File: config.mk
export PLATFORM = sky130hd
export DESIGN_NAME = flex_updown_counter_flat
export DESIGN_NICKNAME = d
export VERILOG_FILES = /design/src/rtl/flex_updown_counter_if.sv /design/src/rtl/flex_updown_counter.sv /design/src/flat_wrapper.sv
export SDC_FILE = /design/constraint.sdc
export NUM_CORES = 1
export LEC_CHECK = 0
export CORE_MARGIN = 3
export CORE_UTILIZATION = 50
export CTS_CLUSTER_SIZE = 8
export DETAILED_ROUTE_END_ITERATION = 6
export PLACE_DENSITY = 0.8
export SLEW_MARGIN = 20
export SYNTH_ARGS = -nofsm -noshare
export SYNTH_HDL_FRONTEND = slang
export SYNTH_SLANG_ARGS = --single-unit
File: constraint.sdc
create_clock -name clk -period 3.9 [get_ports clk]
set_input_delay 0.585 -clock clk [delete_from_list [all_inputs] [get_ports clk]]
set_output_delay 0.585 -clock clk [all_outputs]
set_load 0.01 [all_outputs]
File: src/rtl/flex_updown_counter_if.sv
// Control and status bundle for flex_updown_counter.
// master drives clear/load/step controls; slave returns count and flags.
interface flex_updown_counter_if #(
  parameter int NUM_CNT_BITS = 4
);
  logic                    clear;
  logic                    load;
  logic [NUM_CNT_BITS-1:0] load_val;
  logic                    count_enable;
  logic                    count_down;
  logic [NUM_CNT_BITS-1:0] rollover_val;
  logic [NUM_CNT_BITS-1:0] count_out;
  logic                    rollover_flag;
  logic                    bottom_flag;
  logic                    wrap_pulse;

  modport master (
    output clear,
    output load,
    output load_val,
    output count_enable,
    output count_down,
    output rollover_val,
    input  count_out,
    input  rollover_flag,
    input  bottom_flag,
    input  wrap_pulse
  );

  modport slave (
    input  clear,
    input  load,
    input  load_val,
    input  count_enable,
    input  count_down,
    input  rollover_val,
    output count_out,
    output rollover_flag,
    output bottom_flag,
    output wrap_pulse
  );
endinterface

File: src/rtl/flex_updown_counter.sv
// Up/down counter, range 1..rollover_val, wrap or saturate, with load.
// Ports: clk, n_rst (async low), bus (slave: controls in, count/flags out).
module flex_updown_counter #(
  parameter int NUM_CNT_BITS = 4,
  parameter bit SATURATE     = 1'b0
) (
  input  logic                  clk,
  input  logic                  n_rst,
  flex_updown_counter_if.slave  bus
);

  localparam logic [NUM_CNT_BITS-1:0] ZERO = '0;
  localparam logic [NUM_CNT_BITS-1:0] ONE  =
    NUM_CNT_BITS'(1);

  logic [NUM_CNT_BITS-1:0] cnt_q;
  logic [NUM_CNT_BITS-1:0] cnt_d;
  logic [NUM_CNT_BITS-1:0] rv;
  logic                    roll_q;
  logic                    roll_d;
  logic                    bot_q;
  logic                    bot_d;
  logic                    wrap_q;
  logic                    wrap_d;
  logic                    step;

  assign rv   = bus.rollover_val;
  assign step = bus.count_enable && (rv != ZERO);

  always_comb begin
    cnt_d  = cnt_q;
    wrap_d = 1'b0;
    priority case (1'b1)
      bus.clear: cnt_d = ZERO;
      bus.load:  cnt_d = bus.load_val;
      step: begin
        if (!bus.count_down) begin
          // >= rather than == so overruns from a load
          // or a lowered top also fold back to 1.
          if (cnt_q < rv) begin
            cnt_d = cnt_q + ONE;
          end else if (SATURATE == 1'b0) begin
            cnt_d  = ONE;
            wrap_d = 1'b1;
          end
        end else begin
          // Above the top, a down step clamps to it.
          if (cnt_q > rv) begin
            cnt_d = rv;
          end else if (cnt_q > ONE) begin
            cnt_d = cnt_q - ONE;
          end else if (SATURATE == 1'b0) begin
            cnt_d  = rv;
            wrap_d = 1'b1;
          end
        end
      end
      default: cnt_d = cnt_q;
    endcase
  end

  // Flags follow the next count so they line up
  // with count_out; clear forces them low.
  assign roll_d = !bus.clear && (cnt_d == rv);
  assign bot_d  = !bus.clear && (cnt_d == ONE);

  always_ff @(posedge clk or negedge n_rst) begin
    if (!n_rst) begin
      cnt_q  <= ZERO;
      roll_q <= 1'b0;
      bot_q  <= 1'b0;
      wrap_q <= 1'b0;
    end else begin
      cnt_q  <= cnt_d;
      roll_q <= roll_d;
      bot_q  <= bot_d;
      wrap_q <= wrap_d;
    end
  end

  assign bus.count_out     = cnt_q;
  assign bus.rollover_flag = roll_q;
  assign bus.bottom_flag   = bot_q;
  assign bus.wrap_pulse    = wrap_q;

endmodule

File: src/flat_wrapper.sv
// flat-port wrapper written by rule: the top's interface ports become plain ports
module flex_updown_counter_flat 
#(
  parameter int NUM_CNT_BITS = 4,
  parameter bit SATURATE     = 1'b0
)
  (clk, n_rst, bus_clear, bus_load, bus_load_val, bus_count_enable, bus_count_down, bus_rollover_val, bus_count_out, bus_rollover_flag, bus_bottom_flag, bus_wrap_pulse);
  flex_updown_counter_if #(.NUM_CNT_BITS(NUM_CNT_BITS)) bus_i ();
  input  logic clk;
  input  logic n_rst;
  input wire logic [$bits(bus_i.clear)-1:0] bus_clear;
  input wire logic [$bits(bus_i.load)-1:0] bus_load;
  input wire logic [$bits(bus_i.load_val)-1:0] bus_load_val;
  input wire logic [$bits(bus_i.count_enable)-1:0] bus_count_enable;
  input wire logic [$bits(bus_i.count_down)-1:0] bus_count_down;
  input wire logic [$bits(bus_i.rollover_val)-1:0] bus_rollover_val;
  output wire logic [$bits(bus_i.count_out)-1:0] bus_count_out;
  output wire logic [$bits(bus_i.rollover_flag)-1:0] bus_rollover_flag;
  output wire logic [$bits(bus_i.bottom_flag)-1:0] bus_bottom_flag;
  output wire logic [$bits(bus_i.wrap_pulse)-1:0] bus_wrap_pulse;
  assign bus_i.clear = bus_clear;
  assign bus_i.load = bus_load;
  assign bus_i.load_val = bus_load_val;
  assign bus_i.count_enable = bus_count_enable;
  assign bus_i.count_down = bus_count_down;
  assign bus_i.rollover_val = bus_rollover_val;
  assign bus_count_out = bus_i.count_out;
  assign bus_rollover_flag = bus_i.rollover_flag;
  assign bus_bottom_flag = bus_i.bottom_flag;
  assign bus_wrap_pulse = bus_i.wrap_pulse;
  flex_updown_counter #(.NUM_CNT_BITS(NUM_CNT_BITS), .SATURATE(SATURATE)) u_core (.clk(clk), .n_rst(n_rst), .bus(bus_i));
endmodule
==> run_results.csv, run 1 <==
group,metric,value,unit
worst_setup_path,endpoint_kind,"register",
logic_synthesis,ys_ff_latch,7,
worst_setup_path,worstPathRequired,4.05,ns
worst_setup_path,crit_arrival,3.27,ns
placed_design,placed_area,1110,sq um
grt,antenna_found_initial,0,
layout,seq_area,175,sq um
die,io_pins,21,
layout,multi_input_area,666,sq um
worst_setup_path,crit_cells,10,
die,die_x,48.3,um
placed_design,dp_slack,0.523,ns
layout,num_antenna_cells,0,
route,drtIter0Drc,43,
logic_synthesis,yosys_warnings,0,
worst_setup_path,critical_path.max_stage_delay,0.66,ns
cts,hold_buffers,0,
timing,layout_min_cycle_time,3.11,ns
grt,grt_pass1_wl,4200,um
route,ant_nets,0,
power,p_leak,0.475,nW
placed_design,hpwl,1930,um
run_status,status,"complete, no violations",
layout,fillCellCount,134,
die,die_area,2330,sq um
worst_setup_path,crit_type,"input port to register",
power,power,0.286,mW
timing,fmax,321,MHz
worst_setup_path,cp_slowest_cell,"clkdlybuf4s50_1",
layout,drive_above_1_share,0.0741,
cts,cts_resized,0,
logic_synthesis,ys_async_sr_fraction,1.00,
cts,path_clk_slew,0.05,ns
timing,worstMarginPinSlew,0.556,ns
grt,grt_util_all_layers,0.228,
logic_synthesis,ys.flop_type,"dfrtp_1",
hold_path,worstHoldPathType,"input port to async pin",
grt,grt_pass1_vias,879,
logic_synthesis,synthCells,114,
run,cap_violations,0,
layout,instances_no_fill,159,
die,start_util,0.561,
worst_setup_path,worstPathCellList,"clkdlybuf4s50_1 > inv_1 > ha_1 > and4_1 > o31a_1 > a31oi_4 > nor3_1 > or4_1 > a31o_1 > a311oi_2",
logic_synthesis,ys_types,41,
power,max-vdd-ir-drop,0.111,mV
placed_design,placedCellCount,155,
timing,whs,0.592,ns
layout,nNetsFinal,157,
timing,fin_setup_tns,0,ns
grt,grt_overflow,0,
die,die_h,48.3,um
timing,rsz0062_at_grt,"false",
layout,postLayoutCellArea,1130,sq um
layout,utilization,0.712,
route,routedWlPerCell,15.6,um
logic_synthesis,synth_edf_count,0,
cts,cts_buffer_depth,2,
cts,clock_latency,0.24,ns
cts,root_buffer,"clkbuf_4",
timing,hold_violations,0,
worst_setup_path,cp_num_buf_inv,2,
cts,tritoncts,"built",
timing,setup_ws,0.785,ns
worst_setup_path,critPathTopFamily,"simple AND/OR/NAND/NOR gates",
logic_synthesis,postSynthAreaPerCell,7.85,sq um
timing,relSlewSlack,0.628,
timing,timing.final.crit_share,0.799,
cts,h-tree-depth,1,
power,powerDensity,252,nW/um^2
worst_setup_path,startpoint_type,"input port",
route,wl,2480,um
timing,fin_skew,0.00340,ns
placed_design,gp_congestion,0.959,
die,core_area,1590,sq um
worst_setup_path,crit_fanout,9,
placed_design,port_buffers,20,
cts,cts_buffers,3,
route,dr.pass1.iters,4,
grt,grt_max_degree,13,
cts,cts_sinks,7,
die,row_count,14,
timing,slew_violations,0,
cts,post-cts-setup-buffer-count,0,
route,drc,0,
logic_synthesis,ys_seq_area_frac,0.196,
logic_synthesis,mappedNetlistArea,895,sq um
logic_synthesis,syn_nets,135,
route,via_per_inst,6.07,
route,via_count,965,
layout,area_growth,26.9,%
timing,finalSetupViolCount,0,
worst_setup_path,reg2regPathDepth,8,
## flip-flops by register name (all words and copies together) (netlist names)
name,flops
u_core.bus.count_out,4
u_core.bus.rollover_flag,1
u_core.bus.bottom_flag,1
u_core.bus.wrap_pulse,1
## cell usage after synthesis, drive strengths merged, types with 2 or more instances
library cell | instances | share of area
nor2 | 15 | 0.063
o21ai | 11 | 0.062
inv | 8 | 0.034
nand2 | 8 | 0.034
dfrtp | 7 | 0.20
ha | 7 | 0.098
a31oi | 4 | 0.045
nand3 | 4 | 0.022
nor3 | 4 | 0.022
o211ai | 4 | 0.034
a21oi | 3 | 0.017
a22oi | 3 | 0.025
a31o | 3 | 0.029
nor2b | 3 | 0.021
xor2 | 3 | 0.029
and2 | 2 | 0.014
buf | 2 | 0.018
clkbuf | 2 | 0.0084
mux2i | 2 | 0.022
## placed cells by master, fill, tap and decap left out, types with 2 or more instances in the layout
master / n
a21oi_1: 3
a22oi_1: 3
a31o_2: 2
a31oi_1: 3
and2_1: 2
clkbuf_4: 3
clkdlybuf4s50_1: 20
dfrtp_1: 7
ha_1: 7
inv_1: 8
mux2i_1: 2
nand2_1: 8
nand3_1: 4
nor2_1: 15
nor2b_1: 3
nor3_1: 4
o211ai_1: 4
o21ai_0: 11
xor2_1: 3
## path summary, 6_finish.rpt
path / start / endpoint / slack (ns)
worst max-delay path: bus_rollover_val[2] / u_core.bus.rollover_flag / 0.79
worst max register to register: u_core.bus.count_out[2] / u_core.bus.rollover_flag / 1.27
max in group asynchronous: n_rst / u_core.bus.count_out[0] / 3.08
min in group clk: u_core.bus.count_out[2] / u_core.bus.count_out[2] / 0.89
worst min register to register: u_core.bus.count_out[2] / u_core.bus.count_out[2] / 0.89
worst min-delay path: n_rst / u_core.bus.count_out[1] / 0.59
## cell families after synthesis
kind of cell	count (synthesis)	synth area share
muxes	2	0.0224
AOI/OAI and AO/OA	39	0.345
buffers and inverters	12	0.0601
adders and majority gates	7	0.0979
xor gates and xnor gates	4	0.0392
DFF	7	0.196
and+or+nand+nor	43	0.239
## cell type report
type	count	area share
Multi-Input combinational cell	95	0.587
Timing Repair Buffer	21	0.183
Sequential cell	7	0.154
Inverter	8	0.0265
Tap cell	24	0.0265
Clock buffer	4	0.0232
## layer usage
| metal | GRT usage | routed length, um | part of all wire |
|---|---|---|---|
| met5 | 0 | 0 | 0 |
| met4 | 0.109 | 0 | 0 |
| met1 | 0.300 | 1110 | 0.45 |
| met2 | 0.369 | 1210 | 0.49 |
| met3 | 0.0307 | 163 | 0.066 |
## power by group
| group | leakage [nW] | internal (mW) | switching, mW |
|---|---|---|---|
| clock network | 0.0150 | 0.0389 | 0.0239 |
| logic | 0.366 | 0.0620 | 0.0727 |
| registers | 0.0933 | 0.0776 | 0.0108 |
| total | 0.475 | 0.178 | 0.107 |
Note: power is estimated with default switching activity, not from simulation.
==> inputs of run 2 (changes only) <==
Settings changed: CORE_UTILIZATION 50 to 44, PLACE_DENSITY 0.8 to 0.75.
Clock period 3.9 ns to 2.5 ns, I/O delays scaled along.
==> run_results.csv, run 2 (same netlist as run 1, synthesis figures left out) <==
group,metric,value,unit
run_status,status,"complete, no violations",
grt,grt_max_degree,11,
placed_design,port_buffers,20,
layout,num_antenna_cells,0,
run,cap_violations,0,
timing,hold_violations,0,
worst_setup_path,crit_arrival,2.60,ns
layout,instances_no_fill,181,
grt,antenna_found_initial,0,
route,ant_nets,0,
timing,fin_skew,0.00656,ns
timing,slew_violations,0,
timing,relSlewSlack,0.787,
route,dr.pass1.iters,4,
grt,grt_pass1_wl,4620,um
worst_setup_path,worstPathRequired,2.66,ns
die,die_x,51.1,um
route,via_per_inst,6.20,
placed_design,hpwl,2320,um
layout,drive_above_1_share,0.256,
worst_setup_path,rrSetupSlack,0.08,ns
cts,root_buffer,"clkbuf_4",
timing,timing.final.crit_share,0.976,
timing,fmax,410,MHz
worst_setup_path,reg2regPathDepth,9,
grt,grt_overflow,0,
die,core_area,1820,sq um
worst_setup_path,startpoint_type,"input port",
cts,cts_buffers,3,
die,die_area,2610,sq um
grt,grt_util_all_layers,0.234,
timing,layout_min_cycle_time,2.44,ns
layout,nNetsFinal,178,
cts,clock_latency,0.26,ns
layout,largest_register_ffs,4,
grt,grt_pass1_vias,1003,
cts,path_clk_slew,0.06,ns
worst_setup_path,crit_fanout,7,
route,routedWlPerCell,16.7,um
route,drtIter0Drc,53,
placed_design,gp_congestion,0.934,
route,drc,0,
grt,use_met1,0.291,
timing,finalSetupViolCount,0,
die,start_util,0.491,
cts,hold_buffers,0,
power,max-vdd-ir-drop,0.177,mV
grt,grtUsageMet3,0.0379,
die,io_pins,21,
power,power,0.522,mW
grt,grt_util_met2,0.386,
cts,cts_buffer_depth,2,
die,die_h,51.1,um
power,powerDensity,388,nW/um^2
cts,h-tree-depth,1,
cts,cts_sinks,7,
worst_setup_path,endpoint_kind,"register",
route,wl,3030,um
layout,final_common_cell,"buf_4",
timing,fin_setup_tns,0,ns
timing,worstMarginPinSlew,0.319,ns
power,p_leak,0.576,nW
worst_setup_path,crit_type,"input port to register",
worst_setup_path,critPathLaunch,"bus_rollover_val[0]",
hold_path,worstHoldPathType,"input port to async pin",
layout,fillCellCount,144,
layout,area_growth,50.5,%
cts,tritoncts,"built",
placed_design,placedCellCount,174,
grt,grt_busiest_layer,"met2",
route,via_count,1123,
worst_setup_path,regToRegStartpoint,"u_core.bus.count_out[1]",
die,row_count,15,
worst_setup_path,rr_endpoint,"u_core.bus.rollover_flag",
layout,layout.cells.most_common_list,"21 x buf_4, 19 x clkdlybuf4s50_1, 15 x nor2_1, 10 x o21ai_0, 8 x nand2_1",
[run 2: power by group]
| group | total, mW | internal (mW) | switching, mW |
|---|---|---|---|
| registers | 0.130 | 0.121 | 0.00897 |
| clock network | 0.108 | 0.0612 | 0.0463 |
| logic | 0.284 | 0.138 | 0.147 |
[run 2: area by class of cell]
type | instances | area, sq um | area share
flip-flops and latches | 7 | 175 | 0.130
multi-input cells | 95 | 716 | 0.532
well taps | 25 | 31.3 | 0.0232
clock buffers | 4 | 26.3 | 0.0195
repair buffers | 42 | 368 | 0.273
inverters | 8 | 30.0 | 0.0223
[run 2: worst max-delay path by stage]
stage                                     to  slack [ns]  depth (start not counted)
finish              u_core.bus.rollover_flag        0.06                          9
global route          u_core.bus.bottom_flag      -0.003                         11
CTS                 u_core.bus.rollover_flag       0.007                         10
detailed placement  u_core.bus.rollover_flag       -0.36                         11
global placement      u_core.bus.bottom_flag       -0.33                         11
floorplan           u_core.bus.rollover_flag        0.08                          9
[run 2: through the flow]
stage	worst slack [ns]	util	instance area, sq um	hold slack, ns
after floorplan	0.0802	-	895	0.0794
after global placement	-0.326	0.684	1240	0.647
after detailed placement	-0.364	0.684	1240	0.651
after CTS	0.00694	0.712	1300	0.361
after global routing	-0.00276	0.740	1350	0.376
final	0.0607	0.740	1350	0.365
[run 2: timing repair]
action | CTS | global route
gates resized for setup | 5 | 7
setup buffers | 2 | 1
endpoints found under the setup margin | 2 | 2
pin swaps | 3 | 1
[run 2: critical path, cell delays in order]
cell	delay (ns)
clkdlybuf4s50_1	0.42
buf_4	0.18
o41ai_4	0.37
a311o_1	0.29
mux2i_1	0.23
o31ai_1	0.10
a31o_2	0.23
a31o_1	0.19
a311oi_2	0.20
[run 2: layer usage]
| metal | wire [um] | part of all wire |
|---|---|---|
| met1 | 1240 | 0.41 |
| met2 | 1400 | 0.46 |
| met3 | 266 | 0.088 |
| met4 | 121 | 0.040 |
| met5 | 0 | 0 |
